$ cat src/rtl/conv_pkg.sv
// Shared types and sizes for the convolution PE sequencer.
package conv_pkg;

  localparam int CGRP_W = 8;   // channel-group index width
  localparam int PIX_W  = 16;  // output-pixel index width
  localparam int PE_LAT = 3;   // PE latency from last_channel to result strobe

  // Sequencer FSM states
  typedef enum logic [1:0] {
    IDLE    = 2'd0,
    ISSUE   = 2'd1,
    WAIT_CR = 2'd2,
    DRAIN   = 2'd3
  } state_e;

endpackage

$ cat src/rtl/conv_pe_seq_if.sv
// Read/PE/result-FIFO bus between the sequencer (master) and the datapath (slave).
// Signalling: rd_en is a one-cycle read strobe with rd_cgrp/rd_pix valid in the same
// cycle; there is no ready, since the window buffer and weight memory always accept.
// pe_valid/pe_last are rd_en and its last-group flag delayed by the read latency.
// pe_data_valid pulses once per finished pixel; out_pop pulses once per FIFO pop.
interface conv_pe_seq_if;
  import conv_pkg::*;

  logic              rd_en;
  logic [CGRP_W-1:0] rd_cgrp;
  logic [PIX_W-1:0]  rd_pix;
  logic              pe_valid;
  logic              pe_last;
  logic              pe_data_valid;
  logic              out_pop;

  modport master (
    output rd_en, rd_cgrp, rd_pix, pe_valid, pe_last,
    input  pe_data_valid, out_pop
  );

  modport slave (
    input  rd_en, rd_cgrp, rd_pix, pe_valid, pe_last,
    output pe_data_valid, out_pop
  );

endinterface

$ cat src/rtl/conv_vld_delay.sv
// Fixed-depth delay line for the PE valid/last strobes; cleared by reset.
module conv_vld_delay #(
  parameter int DEPTH = 2,
  parameter int WIDTH = 2
) (
  input  logic             clk,
  input  logic             rst_n,
  input  logic [WIDTH-1:0] d_i,
  output logic [WIDTH-1:0] q_o
);

  generate
    if (DEPTH == 0) begin : g_pass
      assign q_o = d_i;
    end else begin : g_pipe
      logic [WIDTH-1:0] pipe_q [DEPTH];

      // Shift the strobes one stage per clock
      always_ff @(posedge clk or negedge rst_n) begin
        if (!rst_n) begin
          for (int i = 0; i < DEPTH; i++) pipe_q[i] <= '0;
        end else begin
          pipe_q[0] <= d_i;
          for (int i = 1; i < DEPTH; i++) pipe_q[i] <= pipe_q[i-1];
        end
      end

      assign q_o = pipe_q[DEPTH-1];
    end
  endgenerate

endmodule

$ cat src/rtl/conv_pe_seq.sv
// Convolution PE read sequencer: walks channel groups per output pixel, gates each
// new pixel on result-FIFO credit, and counts PE results to close the pass.
// Optional macro CONV_PE_SEQ_PERF_EN adds busy/stall cycle counters.
module conv_pe_seq
  import conv_pkg::*;
#(
  parameter int RD_LAT  = 2,
  parameter int CREDITS = 8
) (
  input  logic                         clk,
  input  logic                         rst_n,
  input  logic                         start,
  input  logic [CGRP_W-1:0]            cfg_cgrp_m1,
  input  logic [PIX_W-1:0]             cfg_pix_m1,
  output logic                         busy,
  output logic                         done,
`ifdef CONV_PE_SEQ_PERF_EN
  output logic [31:0]                  perf_busy_cyc,
  output logic [31:0]                  perf_stall_cyc,
`endif
  output state_e                       dbg_state_o,
  output logic [$clog2(CREDITS+1)-1:0] dbg_credit_o,
  conv_pe_seq_if.master                bus
);

  localparam int              CR_W   = $clog2(CREDITS + 1);
  localparam logic [CR_W-1:0] CR_MAX = CR_W'(CREDITS);

  state_e            state_q;
  logic [CGRP_W-1:0] cgrp_m1_q;
  logic [PIX_W-1:0]  pix_m1_q;
  logic              rd_en_q;
  logic [CGRP_W-1:0] rd_cgrp_q;
  logic [PIX_W-1:0]  rd_pix_q;
  logic              done_q;
  logic [CR_W-1:0]   credit_q;
  logic [PIX_W:0]    res_cnt_q;
  logic [PIX_W:0]    res_cnt_d;
  logic [PIX_W:0]    res_total;

  logic last_grp;
  logic last_pix;
  logic want_pix;
  logic consume;

  assign last_grp  = (rd_cgrp_q == cgrp_m1_q);
  assign last_pix  = (rd_pix_q == pix_m1_q);
  assign res_total = {1'b0, pix_m1_q} + 1'b1;
  assign res_cnt_d = res_cnt_q + {{PIX_W{1'b0}}, bus.pe_data_valid};

  // A new pixel is wanted on launch, after the last group of a non-final pixel, or while stalled
  always_comb begin
    want_pix = 1'b0;
    unique case (state_q)
      IDLE:    want_pix = start;
      ISSUE:   want_pix = last_grp && !last_pix;
      WAIT_CR: want_pix = 1'b1;
      default: want_pix = 1'b0;
    endcase
  end

  assign consume = want_pix && (credit_q != '0);

  // Credit counter: pop returns a slot, pixel start takes one, both together cancel
  always_ff @(posedge clk or negedge rst_n) begin
    if (!rst_n) begin
      credit_q <= CR_MAX;
    end else if (consume && !bus.out_pop) begin
      credit_q <= credit_q - 1'b1;
    end else if (!consume && bus.out_pop && (credit_q != CR_MAX)) begin
      credit_q <= credit_q + 1'b1;
    end
  end

  // Sequencer FSM with registered read strobe, indices and done pulse.
  // rd_pix_q always names the pixel to issue next whenever rd_en_q is low mid-pass.
  always_ff @(posedge clk or negedge rst_n) begin
    if (!rst_n) begin
      state_q   <= IDLE;
      cgrp_m1_q <= '0;
      pix_m1_q  <= '0;
      rd_en_q   <= 1'b0;
      rd_cgrp_q <= '0;
      rd_pix_q  <= '0;
      done_q    <= 1'b0;
      res_cnt_q <= '0;
    end else begin
      done_q <= 1'b0;
      if (state_q != IDLE) res_cnt_q <= res_cnt_d;
      unique case (state_q)
        IDLE: begin
          if (start) begin
            cgrp_m1_q <= cfg_cgrp_m1;
            pix_m1_q  <= cfg_pix_m1;
            res_cnt_q <= '0;
            rd_cgrp_q <= '0;
            rd_pix_q  <= '0;
            rd_en_q   <= consume;
            state_q   <= consume ? ISSUE : WAIT_CR;
          end
        end
        ISSUE: begin
          if (!last_grp) begin
            rd_cgrp_q <= rd_cgrp_q + 1'b1;
          end else if (last_pix) begin
            rd_en_q <= 1'b0;
            state_q <= DRAIN;
          end else begin
            rd_cgrp_q <= '0;
            rd_pix_q  <= rd_pix_q + 1'b1;
            if (!consume) begin
              rd_en_q <= 1'b0;
              state_q <= WAIT_CR;
            end
          end
        end
        WAIT_CR: begin
          if (consume) begin
            rd_en_q <= 1'b1;
            state_q <= ISSUE;
          end
        end
        DRAIN: begin
          if (res_cnt_d == res_total) begin
            done_q  <= 1'b1;
            state_q <= IDLE;
          end
        end
        default: state_q <= IDLE;
      endcase
    end
  end

  logic [1:0] vld_in;
  logic [1:0] vld_out;

  assign vld_in = {rd_en_q && last_grp, rd_en_q};

  conv_vld_delay #(
    .DEPTH (RD_LAT),
    .WIDTH (2)
  ) u_vld_delay (
    .clk   (clk),
    .rst_n (rst_n),
    .d_i   (vld_in),
    .q_o   (vld_out)
  );

  assign bus.rd_en    = rd_en_q;
  assign bus.rd_cgrp  = rd_cgrp_q;
  assign bus.rd_pix   = rd_pix_q;
  assign bus.pe_valid = vld_out[0];
  assign bus.pe_last  = vld_out[1];

  assign busy         = (state_q != IDLE);
  assign done         = done_q;
  assign dbg_state_o  = state_q;
  assign dbg_credit_o = credit_q;

`ifdef CONV_PE_SEQ_PERF_EN
  logic [31:0] perf_busy_q;
  logic [31:0] perf_stall_q;

  // Saturating busy/stall cycle counters, restarted by each accepted launch
  always_ff @(posedge clk or negedge rst_n) begin
    if (!rst_n) begin
      perf_busy_q  <= '0;
      perf_stall_q <= '0;
    end else if ((state_q == IDLE) && start) begin
      perf_busy_q  <= '0;
      perf_stall_q <= '0;
    end else begin
      if ((state_q != IDLE) && (perf_busy_q != '1)) perf_busy_q <= perf_busy_q + 1'b1;
      if ((state_q == WAIT_CR) && (perf_stall_q != '1)) perf_stall_q <= perf_stall_q + 1'b1;
    end
  end

  assign perf_busy_cyc  = perf_busy_q;
  assign perf_stall_cyc = perf_stall_q;
`endif

endmodule
$ cat src/flat_wrapper.sv
// flat-port wrapper written by rule: the top's interface ports become plain ports
module conv_pe_seq_flat import conv_pkg::*;
#(
  parameter int RD_LAT  = 2,
  parameter int CREDITS = 8
)
  (clk, rst_n, start, cfg_cgrp_m1, cfg_pix_m1, busy, done, dbg_state_o, dbg_credit_o, bus_rd_en, bus_rd_cgrp, bus_rd_pix, bus_pe_valid, bus_pe_last, bus_pe_data_valid, bus_out_pop);
  conv_pe_seq_if bus_i ();
  input  logic clk;
  input  logic rst_n;
  input  logic start;
  input  logic [CGRP_W-1:0] cfg_cgrp_m1;
  input  logic [PIX_W-1:0] cfg_pix_m1;
  output logic busy;
  output logic done;
  output state_e dbg_state_o;
  output logic [$clog2(CREDITS+1)-1:0] dbg_credit_o;
  output wire logic [$bits(bus_i.rd_en)-1:0] bus_rd_en;
  output wire logic [$bits(bus_i.rd_cgrp)-1:0] bus_rd_cgrp;
  output wire logic [$bits(bus_i.rd_pix)-1:0] bus_rd_pix;
  output wire logic [$bits(bus_i.pe_valid)-1:0] bus_pe_valid;
  output wire logic [$bits(bus_i.pe_last)-1:0] bus_pe_last;
  input wire logic [$bits(bus_i.pe_data_valid)-1:0] bus_pe_data_valid;
  input wire logic [$bits(bus_i.out_pop)-1:0] bus_out_pop;
  assign bus_rd_en = bus_i.rd_en;
  assign bus_rd_cgrp = bus_i.rd_cgrp;
  assign bus_rd_pix = bus_i.rd_pix;
  assign bus_pe_valid = bus_i.pe_valid;
  assign bus_pe_last = bus_i.pe_last;
  assign bus_i.pe_data_valid = bus_pe_data_valid;
  assign bus_i.out_pop = bus_out_pop;
  conv_pe_seq #(.RD_LAT(RD_LAT), .CREDITS(CREDITS)) u_core (.clk(clk), .rst_n(rst_n), .start(start), .cfg_cgrp_m1(cfg_cgrp_m1), .cfg_pix_m1(cfg_pix_m1), .busy(busy), .done(done), .dbg_state_o(dbg_state_o), .dbg_credit_o(dbg_credit_o), .bus(bus_i));
endmodule
$ cat config.mk
export PLATFORM = sky130hd
export DESIGN_NAME = conv_pe_seq_flat
export DESIGN_NICKNAME = d
export VERILOG_FILES = /design/src/rtl/conv_pkg.sv /design/src/rtl/conv_pe_seq_if.sv /design/src/rtl/conv_vld_delay.sv /design/src/rtl/conv_pe_seq.sv /design/src/flat_wrapper.sv
export SDC_FILE = /design/constraint.sdc
export NUM_CORES = 1
export LEC_CHECK = 0
export ABC_AREA = 1
export CELL_PAD_IN_SITES_DETAIL_PLACEMENT = 1
export CELL_PAD_IN_SITES_GLOBAL_PLACEMENT = 1
export CORE_ASPECT_RATIO = 1.4
export CORE_MARGIN = 2
export CORE_UTILIZATION = 40
export CTS_CLUSTER_DIAMETER = 30
export DETAILED_ROUTE_END_ITERATION = 8
export HOLD_SLACK_MARGIN = 0.05
export PLACE_DENSITY = 0.81
export SETUP_SLACK_MARGIN = 0.02
export SYNTH_ARGS = -nofsm -noshare
export SYNTH_HDL_FRONTEND = slang
export SYNTH_SLANG_ARGS = --single-unit
$ cat constraint.sdc
create_clock -name clk -period 6.8 [get_ports clk]
set_clock_uncertainty 0.15 [all_clocks]
set_input_delay 1.36 -clock clk [delete_from_list [all_inputs] [get_ports clk]]
set_output_delay 1.36 -clock clk [all_outputs]
set_load 0.01 [all_outputs]
==> results of run 1 <==
==> sequential cells by signal (all words and copies together) (netlist names), 2 cells and up <==
name / count
u_core.bus.rd_pix: 16
u_core.pix_m1_q: 16
u_core.dbg_credit_o: 4
u_core.dbg_state_o: 2
u_core.bus.rd_cgrp: 8
u_core.cgrp_m1_q: 8
u_core.u_vld_delay.g_pipe.pipe_q: 2
u_core.u_vld_delay.q_o: 2
u_core.res_cnt_q: 17
==> per-stage QoR <==
| step | power [W] | utilization |
|---|---|---|
| 2_1_floorplan | 0.001414 | - |
| 3_3_place_gp | 0.001689 | 0.4711 |
| 3_5_place_dp | 0.001746 | 0.4711 |
| 4_1_cts | 0.002192 | 0.4914 |
| 5_1_grt | 0.002354 | 0.4914 |
| 6_report | 0.002167 | 0.4914 |
==> logic make-up (layout without fill, tap and decap cells) <==
family / Yosys count / in the layout / share of synthesized area
compound gates: 79 / 79 / 0.08799
xor+xnor: 45 / 45 / 0.08197
fa+ha+maj: 10 / 10 / 0.02507
buf+inv: 108 / 177 / 0.08373
flops: 77 / 77 / 0.3863
simple gates: 371 / 371 / 0.3349
==> layout by cell type, fill, tap and decap left out, types with 6 or more instances in the layout <==
| master | count |
|---|---|
| a21oi_1 | 9 |
| clkbuf_16 | 9 |
| clkdlybuf4s50_1 | 62 |
| dfrtp_1 | 76 |
| ha_1 | 10 |
| inv_1 | 68 |
| inv_2 | 24 |
| nand2_1 | 202 |
| nand2_2 | 11 |
| nand3_1 | 43 |
| nand4_1 | 6 |
| nor2_1 | 60 |
| nor3_1 | 21 |
| o21ai_0 | 39 |
| o21ai_1 | 7 |
| o22ai_1 | 14 |
| xnor2_1 | 11 |
| xor2_1 | 32 |
==> per-layer routing <==
metal,share of wire,GRT usage,vias up
li1,-,-,2325
met1,0.43,0.2609,2269
met2,0.54,0.4316,51
met3,0.018,0.02725,14
met4,0.015,0.07154,0
met5,0,0,-
==> report_power, final <==
group | switching (W) | leakage, nW | internal, W
Clock | 0.000190 | 0.119 | 0.000243
Combinational | 0.000649 | 1.55 | 0.000372
Sequential | 0.000136 | 1.02 | 0.000578
Total | 0.000974 | 2.68 | 0.00119
==> layout make-up <==
| cell class | count | area [um2] |
|---|---|---|
| sequential | 77 | 1928 |
| clock buffer | 12 | 236.5 |
| timing repair buffer | 64 | 635.6 |
| fill | 1607 | 6231 |
| multi-input combinational | 505 | 2645 |
| tap | 150 | 187.7 |
| clock inverter | 2 | 12.51 |
| inverter | 99 | 375.4 |
==> worst min-delay path by stage <==
stage	from	to	slack, ns	cells past startpoint
2_1_floorplan	u_core.u_vld_delay.g_pipe.pipe_q[2]	u_core.u_vld_delay.q_o[0]	0.18	0
3_3_place_gp	u_core.u_vld_delay.g_pipe.pipe_q[3]	u_core.u_vld_delay.q_o[1]	0.18	0
3_5_place_dp	u_core.u_vld_delay.g_pipe.pipe_q[3]	u_core.u_vld_delay.q_o[1]	0.20	0
4_1_cts	u_core.u_vld_delay.g_pipe.pipe_q[3]	u_core.u_vld_delay.q_o[1]	0.21	0
5_1_grt	u_core.u_vld_delay.g_pipe.pipe_q[2]	u_core.u_vld_delay.q_o[0]	0.22	0
6_report	u_core.u_vld_delay.g_pipe.pipe_q[2]	u_core.u_vld_delay.q_o[0]	0.21	0
==> worst max-delay path, delay by kind of cell, from the launching register on <==
family / cells / cell delay, ns
DFF: 1 / 0.45
adders and majority gates: 1 / 0.66
buffers and inverters: 3 / 1.05
==> results.json, run 1 <==
{
  "status": "finished clean",
  "grt_pass1_wl_um": 24470,
  "synth_edf_count": 0,
  "crit_end": "busy",
  "p_leak_nw": 2.681,
  "worst_pin_slew_ns": 1.021,
  "grt_max_degree": 78,
  "routabilityCongestion": 0.8667,
  "synthesis.nets": 729,
  "post_drt_via_cell_ratio": 5.125,
  "core-area_um2": 12250,
  "hp-class": "reg2reg",
  "area_delta_synth_final_pct": 20.63,
  "cts_tree": "yes",
  "cp_cell_sequence": "inv_1 -> ha_1 -> inv_1 -> clkdlybuf4s50_1",
  "die_height_um": 136.2,
  "hold_violations": 0,
  "start_util": 0.4074,
  "maxCapViolCount": 0,
  "final_area_um2": 6021,
  "place_inst": 895,
  "synthMostInstantiatedCell": "nand2_1",
  "dpl_worst_slack_ns": 2.849,
  "rsz0062_at_grt": "no",
  "fmax_mhz": 249.1,
  "path_clk_slew_ns": 0.06,
  "rr_endpoint": "u_core.bus.rd_pix[12]",
  "hold_buffers": 0,
  "synth_cell_type_count": 42,
  "cts_root_buf": "clkbuf_16",
  "path_max_fanout": 19,
  "boundaryPins": 64,
  "syn_avg_cell_area_um2": 7.233,
  "first_iter_violations": 133,
  "final.min_clock_period_ns": 4.014,
  "dp_hpwl_um": 11020,
  "synthArstFlopShare": 1.000,
  "portBuffers": 63,
  "clk_latency_ns": 0.34,
  "ys_warn_count": 0,
  "drive_above_1_share": 0.09881,
  "cts_buffers": 9,
  "crit_path_top_delay_cell": "ha_1",
  "path_common_cell": "inv_1",
  "die_area_um2": 13400,
  "power_density_nw_per_um2": 360.0,
  "stdcell_count": 909,
  "synth_top_area_share": 0.3810,
  "maxSlewHeadroom": 0.3192,
  "gr-total-overflow": 0,
  "wl_um": 14410,
  "ir_drop_v": 0.0001359,
  "period_share": 0.5903,
  "syn_area_um2": 4991,
  "yosys-top-cells-area": "dfrtp_1 38%, nand2_1 15%, xor2_1 5.6%, inv_1 5.1%, nor2_1 4.5%",
  "row_count": 48,
  "ys_seq_area_frac": 0.3863,
  "arrival_ns": 2.50,
  "grt_pass1_vias": 5170,
  "critPathCaptureType": "primary output",
  "layout.nets": 795,
  "cts_sinks": 77,
  "synth_commonest_cells": "202 x nand2_1, 76 x dfrtp_1, 68 x inv_1, 60 x nor2_1, 43 x nand3_1",
  "startpoint": "u_core.dbg_state_o[1]",
  "critPathRequiredTime_ns": 5.29,
  "fin_hold_ws_ns": 0.2115,
  "ff2ff_path_depth": 9,
  "drc_errors": 0,
  "grtUsageTotal": 0.2263,
  "timing.rr.start": "u_core.dbg_state_o[1]",
  "cts_buffer_depth": 2,
  "syn_inst": 690,
  "drtPass1Iterations": 4,
  "r2r_slack_ns": 3.51,
  "diodes": 0,
  "setup_ws_ns": 2.786,
  "synthFlopType": "dfrtp_1",
  "slew_violations": 0,
  "num_vias": 4659,
  "crit_type": "reg2out",
  "synth_top_cell_by_area": "dfrtp_1",
  "die_w_um": 98.41,
  "synth-seq-cells": 77,
  "wl_per_cell_um": 15.86,
  "setup_viol": 0,
  "tns_ns": 0,
  "htreeDepth": 3,
  "start_kind": "flop",
  "postCtsSetupBuffers": 0,
  "place_area_um2": 5772,
  "ctsResizeCount": 0,
  "antenna_found_initial": 0,
  "ant_nets": 0,
  "critPathMaxStageDelay_ns": 0.66
}
(Power assumes the default switching activity.)
==> inputs of run 2 (changes only) <==
CORE_UTILIZATION = 37   (was 40)
PLACE_DENSITY = 0.78   (was 0.81)
clock period = 3.5 ns   (was 6.8 ns; I/O delays follow)
==> run 2 against run 1 <==
Against the previous run:
- global-route usage decreased by 0.14 points
- die area increased by 7.8%
- largest cell class unchanged
- non-clock buffer count increased by 4
- register-to-register slack got worse by 2.6 ns
- highest routed layer unchanged
==> results.json, run 2 (synthesized netlist as in run 1, its figures left out) <==
{
  "path_common_cell": "nand2_1",
  "cts_buffers": 9,
  "drtPass1Iterations": 4,
  "core-area_um2": 13260,
  "die_height_um": 141.4,
  "area_delta_synth_final_pct": 22.94,
  "stdcell_count": 947,
  "final_cell_mix": "202 x nand2_1, 76 x dfrtp_1, 68 x inv_1",
  "path_clk_slew_ns": 0.06,
  "ir_drop_v": 0.0002360,
  "arrival_ns": 3.06,
  "clk_latency_ns": 0.35,
  "grtUsageTotal": 0.2249,
  "drc_errors": 0,
  "postCtsSetupBuffers": 0,
  "grt_max_degree": 78,
  "cp_cell_sequence": "clkdlybuf4s50_1 -> ha_1 -> ha_1 -> nand2_1 -> nor2_2 -> nand2_1 -> nand2_1 -> xnor2_1 -> nand2_1 -> nor2_1 -> nand3_2 -> nor2_2 -> nand3_2 -> nand2_2 -> nand2_2 -> nand2_1 -> nand2_1",
  "place_area_um2": 5842,
  "path_max_fanout": 4,
  "dp_hpwl_um": 11480,
  "hold_buffers": 0,
  "worst_pin_slew_ns": 1.054,
  "wl_per_cell_um": 15.99,
  "ctsResizeCount": 0,
  "ff2ff_path_depth": 18,
  "tns_ns": 0,
  "cts_root_buf": "clkbuf_16",
  "setup_viol": 0,
  "crit_type": "in2reg",
  "diodes": 0,
  "drive_above_1_share": 0.1072,
  "critical_path_buf_inv_count": 1,
  "hold_end": "u_core.u_vld_delay.q_o[0]",
  "maxCapViolCount": 0,
  "routabilityCongestion": 0.9069,
  "grt_pass1_wl_um": 25450,
  "place_inst": 931,
  "top_register": "u_core.res_cnt_q",
  "portBuffers": 63,
  "holdPathStages": 0,
  "hp-class": "reg2reg",
  "critPathRequiredTime_ns": 3.58,
  "post_drt_via_cell_ratio": 5.010,
  "num_vias": 4744,
  "cts_sinks": 77,
  "hold_path_startpoint": "u_core.u_vld_delay.g_pipe.pipe_q[2]",
  "start_util": 0.3763,
  "largest_reg_flops": 17,
  "fmax_mhz": 334.7,
  "timing.rr.start": "u_core.bus.rd_pix[0]",
  "final_common_cell": "nand2_1",
  "maxSlewHeadroom": 0.2976,
  "status": "finished clean",
  "period_share": 0.8536,
  "antenna_found_initial": 0,
  "p_leak_nw": 2.724,
  "grt_pass1_vias": 5275,
  "rr_endpoint": "u_core.dbg_credit_o[2]",
  "hold_violations": 0,
  "critPathCaptureType": "flop",
  "worst_path_dominant_cell_family": "simple AND/OR/NAND/NOR gates",
  "wl_um": 15140,
  "ant_nets": 0,
  "first_iter_violations": 116,
  "row_count": 50,
  "crit_path_top_delay_cell": "clkdlybuf4s50_1",
  "power_density_nw_per_um2": 715.7,
  "gr-total-overflow": 0,
  "die_w_um": 102.2,
  "rsz0062_at_grt": "no",
  "die_area_um2": 14450,
  "start_kind": "input pin",
  "cts_tree": "yes",
  "critPathMaxStageDelay_ns": 0.46,
  "r2r_slack_ns": 0.87,
  "final.min_clock_period_ns": 2.987,
  "slew_violations": 0,
  "layout.nets": 799,
  "cts_buffer_depth": 2,
  "htreeDepth": 3,
  "final_area_um2": 6136,
  "boundaryPins": 64
}
==> run 2: changes by cell type in the layout (fill, tap and decap cells not counted) <==
cell	delta
clkinv_2	+1
clkbuf_8	+1
clkbuf_1	-1
bufinv_16	+1
buf_4	+4
==> run 2: how the worst max path moves through the flow <==
stage / from / cells past startpoint / endpoint / slack (ns)
finish: bus_pe_data_valid / 17 / u_core.dbg_state_o[0] / 0.51
detailed placement: bus_pe_data_valid / 17 / u_core.dbg_state_o[0] / 0.20
floorplan: u_core.dbg_state_o[0] / 16 / u_core.dbg_credit_o[2] / 0.95
global placement: bus_pe_data_valid / 18 / u_core.dbg_state_o[0] / 0.33
global route: bus_pe_data_valid / 17 / u_core.dbg_state_o[0] / 0.26
CTS: bus_pe_data_valid / 17 / u_core.dbg_state_o[0] / 0.54
==> run 2: per-stage QoR <==
step	hold WS, ns	total power (W)	util	setup slack [ns]
3_5_place_dp	0.1864	0.003439	0.4405	0.1998
6_report	0.1971	0.004391	0.4626	0.5125
2_1_floorplan	0.1812	0.002747	-	0.9550
5_1_grt	0.2091	0.004747	0.4626	0.2622
3_3_place_gp	0.1841	0.003322	0.4405	0.3256
4_1_cts	0.2003	0.004433	0.4626	0.5376
==> run 2: routing by layer <==
layer / vias up / share of wire / global-route usage
met5: - / 0 / 0
met4: 0 / 0.027 / 0.09263
met3: 25 / 0.019 / 0.02808
met2: 59 / 0.55 / 0.4110
met1: 2329 / 0.41 / 0.2601
li1: 2331 / - / -
==> run 2: final cells by class <==
cell class	instances	area, um2
inverters	99	375.4
clock inverters	4	47.55
fillers	1738	7127
well taps	182	227.7
clock buffers	12	246.5
repair buffers	68	665.6
flip-flops and latches	77	1928
multi-input cells	505	2645
==> run 2: worst register-to-register path, stage by stage, from the launching register on <==
cell      delay (ns)
dfrtp_1         0.46
inv_1           0.12
nand2_1         0.07
nand2_1         0.05
nor2_1          0.12
nand2_1         0.09
nor2_1          0.18
nand2_2         0.11
nand2_1         0.11
nand2_2         0.10
nand3_2         0.14
nand2_1         0.10
nand2_1         0.09
inv_1           0.05
ha_1            0.16
or2_1           0.24
clkinv_1        0.05
nand2_1         0.04
a31oi_1         0.12
==> run 2: where the power goes <==
group | internal (W) | switching [W]
Sequential | 0.00112 | 0.000274
Clock | 0.000570 | 0.000388
Combinational | 0.000750 | 0.00129
Total | 0.00244 | 0.00195
==> inputs of run 3 (changes only) <==
GPL_ROUTABILITY_DRIVEN = 0   (was not set)
==> results of run 3 <==
Same layout as run 2: the final DEF is identical, and so are final timing and power.
